==> src/rtl/log_operand_encoder.sv <==
// Two-stage leading-one / mantissa encoder for the log multiplier.
// Define LOG_ENC_ROUND_EN for round-half-up fraction with K carry.
module log_operand_encoder #(
  parameter int DataIN_width     = 16,
  parameter int DataK_width      = 4,
  parameter int truncation_width = 6
) (
  input  logic                        clk,
  input  logic                        rst_n,
  input  logic                        in_valid,
  output logic                        in_ready,
  input  logic [DataIN_width-1:0]     in_data,
  output logic                        out_valid,
  input  logic                        out_ready,
  output logic [DataK_width-1:0]      out_k,
  output logic [truncation_width:0]   out_x,
  output logic                        out_zero
);

  localparam int XW = truncation_width + 1;

  logic                    r_s1_valid;
  logic [DataIN_width-1:0] r_s1_data;
  logic [DataK_width-1:0]  r_s1_k;
  logic                    r_s1_zero;

  logic                    r_s2_valid;
  logic [DataK_width-1:0]  r_k;
  logic [XW-1:0]           r_x;
  logic                    r_zero;

  logic                    w_s2_adv;
  logic [DataK_width-1:0]  w_k;
  logic                    w_zero;
  logic [DataIN_width-1:0] w_sh;
  logic [XW-1:0]           w_xt;
  logic [XW-1:0]           w_x;
  logic [DataK_width-1:0]  w_kn;
  logic                    w_unused;

  assign w_s2_adv = !r_s2_valid | out_ready;
  assign in_ready = !r_s1_valid | !r_s2_valid | out_ready;

  always_comb begin
    w_k = '0;
    for (int i = 0; i < DataIN_width; i++)
      if (in_data[i]) w_k = DataK_width'(i);
  end

  assign w_zero = ~|in_data;

  // Width is a power of two, so ~K equals (width-1-K)
  assign w_sh     = r_s1_data << ~r_s1_k;
  assign w_xt     = w_sh[DataIN_width-2 -: XW];
  assign w_unused = ^w_sh;

`ifdef LOG_ENC_ROUND_EN
  logic          w_rb;
  logic [XW:0]   w_sum;

  assign w_rb  = w_sh[DataIN_width-2-XW];
  assign w_sum = {1'b0, w_xt} + {{XW{1'b0}}, w_rb};

  always_comb begin
    w_x  = w_sum[XW-1:0];
    w_kn = r_s1_k;
    if (w_sum[XW]) begin
      if (&r_s1_k) begin
        w_x = '1;
      end else begin
        w_x  = '0;
        w_kn = r_s1_k + DataK_width'(1);
      end
    end
  end
`else
  assign w_x  = w_xt;
  assign w_kn = r_s1_k;
`endif

  always_ff @(posedge clk) begin
    if (!rst_n) begin
      r_s1_valid <= 1'b0;
      r_s1_data  <= '0;
      r_s1_k     <= '0;
      r_s1_zero  <= 1'b0;
      r_s2_valid <= 1'b0;
      r_k        <= '0;
      r_x        <= '0;
      r_zero     <= 1'b0;
    end else begin
      if (in_ready) begin
        r_s1_valid <= in_valid;
        if (in_valid) begin
          r_s1_data <= in_data;
          r_s1_k    <= w_k;
          r_s1_zero <= w_zero;
        end
      end
      if (w_s2_adv) begin
        r_s2_valid <= r_s1_valid;
        if (r_s1_valid) begin
          r_k    <= w_kn;
          r_x    <= w_x;
          r_zero <= r_s1_zero;
        end
      end
    end
  end

  assign out_valid = r_s2_valid;
  assign out_k     = r_k;
  assign out_x     = r_x;
  assign out_zero  = r_zero;

endmodule

==> config.mk <==
export PLATFORM = sky130hd
export DESIGN_NAME = log_operand_encoder
export DESIGN_NICKNAME = d
export VERILOG_FILES = /design/src/rtl/log_operand_encoder.sv
export SDC_FILE = /design/constraint.sdc
export NUM_CORES = 1
export LEC_CHECK = 0
export CORE_ASPECT_RATIO = 1.4
export CORE_MARGIN = 1
export CORE_UTILIZATION = 43
export DETAILED_ROUTE_END_ITERATION = 10
export PLACE_DENSITY = 0.76
export SLEW_MARGIN = 20
export SYNTH_ARGS = -nofsm -noshare
export SYNTH_HDL_FRONTEND = slang
export SYNTH_SLANG_ARGS = --single-unit
==> constraint.sdc <==
create_clock -name clk -period 2.15 [get_ports clk]
set_input_delay 0.215 -clock clk [delete_from_list [all_inputs] [get_ports clk]]
set_output_delay 0.215 -clock clk [all_outputs]
set_load 0.01 [all_outputs]
==> results by group <==
Synth
  • Cell accounting for the most synthesized area: dfxtp_1
  • Yosys top cell area share: 36.8%
  • Syn_area_per_cell: just under 9 um^2
  • Post-Synthesis Cells: about 210
  • Synth top area cells: dfxtp_1, mux4_2, nand2_1
  • YS warnings: 0
  • Mapped Area: between 1500 and 2000 um^2
  • Yosys cell types: 33
  • Register bit count reported by yosys: 34
  • Post-synthesis net count: 233
  • Sequential cell area fraction in the yosys report: 36.8%

STA
  • Slew margin rel.: 56.5%
  • Fmax: approximately 540 MHz
  • Actual slew at the worst max-slew pin: ~0.65 ns
  • Final Hold Viols: 0
  • Max Slew Vio Count: 0
  • Max Clock Skew: between 0.005 and 0.006 ns
  • RSZ-0062 raised after global routing: false
  • Final Cycle Share: a little under nine tenths
  • Endpoints failing setup: 0
  • Final worst setup slack: between 0.3 and 0.4 ns
  • Setup TNS: 0 ns
  • Hold Slack: between 0.4 and 0.5 ns
  • Fin crit period: 1.85 ns

Outcome
  • Outcome: finished, violations left
  • Failing checks: design-rule violations

Cells and area
  • Multi-input gate area: approximately 1100 um^2
  • Design area: around 2300 um^2
  • FF+latch area: ~680 um^2
  • Antenna cells: 0
  • Synth-to-Final Area Change: 25.3%
  • Final #Nets: approximately 270
  • Final non-filler cell total: between 200 and 300
  • Layout cells sized above 1: a little under an eighth
  • Fillcell total: ~380

Place
  • Pre-CTS setup slack: approximately 0.32 ns
  • Hpwl dp: 3240 um
  • PortBufs: 33
  • DP Cell Count: approximately 280
  • Post-DP Area: approximately 2200 um^2
  • RePlAce Congestion: 0.879

CTS
  • Clk buf depth: 2
  • Post-CTS Hold Fix Bufs: 0
  • Worst-path clk slew: 0.07 ns
  • Num CTS Buffers: 5
  • Clock root cell: clkbuf_8
  • Post_cts resized: 0
  • H-tree Lvls: 2
  • Clock Latency Late Sink: 0.29 ns
  • Post-CTS Setup Bufs: 0
  • Clock sink count: 34
  • CTS tree: done

GRT
  • Initial antenna violation count: 0
  • Met1 GRT Util: around a quarter
  • GR peak layer: met2
  • Grt total ovfl: 0
  • Global routing usage on met2: 36.2%
  • Number of global-route vias before repair: roughly 1600
  • First-pass GRT wire length: 7380 um
  • Overall Global Routing Usage: between 20% and 30%
  • GR Util met3: about 4.7%
  • Largest net degree at the start of global routing: 22

Detailed routing
  • DR iter-0 viols: 77
  • Vias: between 1500 and 2000
  • Drt first pass iters: 7
  • DR WL/cell: between 10 and 15 um
  • Drt total wl: ~4300 um
  • # DRC: 3
  • Post-route ant nets: 0
  • Via density: between 5 and 6

Die
  • Die height: around 80 um
  • DIE WIDTH: 57.4 um
  • Row count: 27
  • Core area: 4020 um^2
  • I/O pins: 34
  • Die area: between 4000 and 5000 um^2
  • Initial Util: a little under half

Power and ir drop
  • Power per standard cell area: between 600 and 700 nW/um^2
  • Combinational power share: 18.6%
  • Leak: 0.870 nW
  • Pint: between 0.001 and 0.0015 W
  • Clock Power Share: between 30% and 40%
  • Sequential power share: around half
  • Sw Share: 26.8%
  • Max VDD drop: ~0.41 mV
  • NetSw: around 0.00039 W

Worst hold path
  • Worst Hold Class: reg -> reg
  • Min-Delay Startpoint: out_k[3]
  • Worst Hold Depth: 2

Critical path
  • Worst Setup Start Kind: flip-flop
  • CP max FO: 16
  • Critical path required time: 2.32 ns
  • Worst EP arrival: around 2 ns
  • Crit path capture type: flip-flop
  • RR Startpoint: r_s1_k[1]
  • Worst Reg-to-Reg Cells: 6
  • Critical path class: reg -> reg
  • CP startpoint: r_s1_k[1]

Run
  • Maxcap violations: 0
[flip-flops by register name (all words and copies together) (netlist names)]
name,flops
r_s1_data,15
out_x,7
out_k,4
r_s1_k,4
out_valid,1
out_zero,1
r_s1_valid,1
r_s1_zero,1
[through the flow]
stage                     power, W  util (%)
after floorplan           0.000876         -
after global placement    0.000983      55.4
after detailed placement  0.000989      55.4
after CTS                  0.00147      57.7
after global routing       0.00153      57.7
final                      0.00146      57.7
[worst max-delay path: stages (launching register included)]
cell and delay (ns):
dfxtp_1 0.44, buf_4 0.28, mux4_1 0.59, mux2i_1 0.17, nand2_1 0.07, o211ai_1 0.08, a21boi_0 0.09
[layer usage]
layer | up-vias | wire length (um)
met5 | - | 0
met4 | 0 | 136
met3 | 13 | 220
met2 | 63 | 2190
met1 | 777 | 1760
li1 | 832 | -
[power groups by stage]
| stage | clock [W] | sequential [W] | combinational, W |
|---|---|---|---|
| 3_3_place_gp | 0 | 0.000717 | 0.000266 |
| 3_5_place_dp | 0 | 0.000719 | 0.000270 |
| 2_1_floorplan | 0 | 0.000708 | 0.000168 |
| 4_1_cts | 0.000494 | 0.000705 | 0.000272 |
| 5_1_grt | 0.000525 | 0.000710 | 0.000299 |
| 6_report | 0.000485 | 0.000705 | 0.000272 |
[cell usage after synthesis]
cell / n
a31o_2: 1
nor4_1: 5
nor3_1: 2
mux4_2: 9
a211oi_1: 2
mux2_2: 2
a31oi_1: 4
dfxtp_1: 34
nand3b_1: 1
o311a_1: 1
o21a_1: 1
o31ai_1: 2
buf_6: 1
a21oi_2: 1
nor2b_1: 3
o211a_1: 2
nor2_1: 6
o211ai_1: 2
buf_2: 3
clkbuf_1: 7
nand3_1: 3
inv_1: 5
a21boi_0: 4
buf_4: 2
nor3b_1: 1
o21ai_0: 10
mux2i_1: 9
and2_1: 3
mux4_1: 2
a21oi_1: 25
nand2b_1: 7
mux2_4: 1
nand2_1: 52
[cell families after synthesis]
logic type	synth area share, %
AOI/OAI and AO/OA	17.8
buffers and inverters	4.67
DFF	36.8
muxes	20.7
and+or+nand+nor	20.0
[placed cells by master (no fill, tap or decap), types with 2 or more instances in the layout]
cell and instances:
o211ai_1 2, mux2i_1 9, nand2_1 52, a31oi_1 4
a21boi_0 4, o211a_1 2, nor3_1 2, nor2_1 6
a211oi_1 2, clkdlybuf4s50_1 33, inv_1 5, mux4_2 9
nand3_1 3, o21ai_0 10, mux2_2 2, o31ai_1 2
mux4_1 2, nor4_1 5, nand2b_1 7, dfxtp_1 34
and2_1 3, a21oi_1 25, buf_4 8, clkbuf_8 6
nor2b_1 3
[worst paths after layout]
kind	endpoint	slack [ns]
max	out_x[4]	0.30
min	out_k[3]	0.45
max reg2reg	out_x[4]	0.30
min reg2reg	out_k[3]	0.45
[area by class of cell]
type                       count  area share (%)
clock buffer                   7            3.72
inverter                       5           0.809
sequential                    34            29.4
tap                           43            2.32
timing repair buffer          41            16.8
multi-input combinational    161            46.7
clock inverter                 1           0.216
Note: power is estimated with default switching activity, not from simulation.
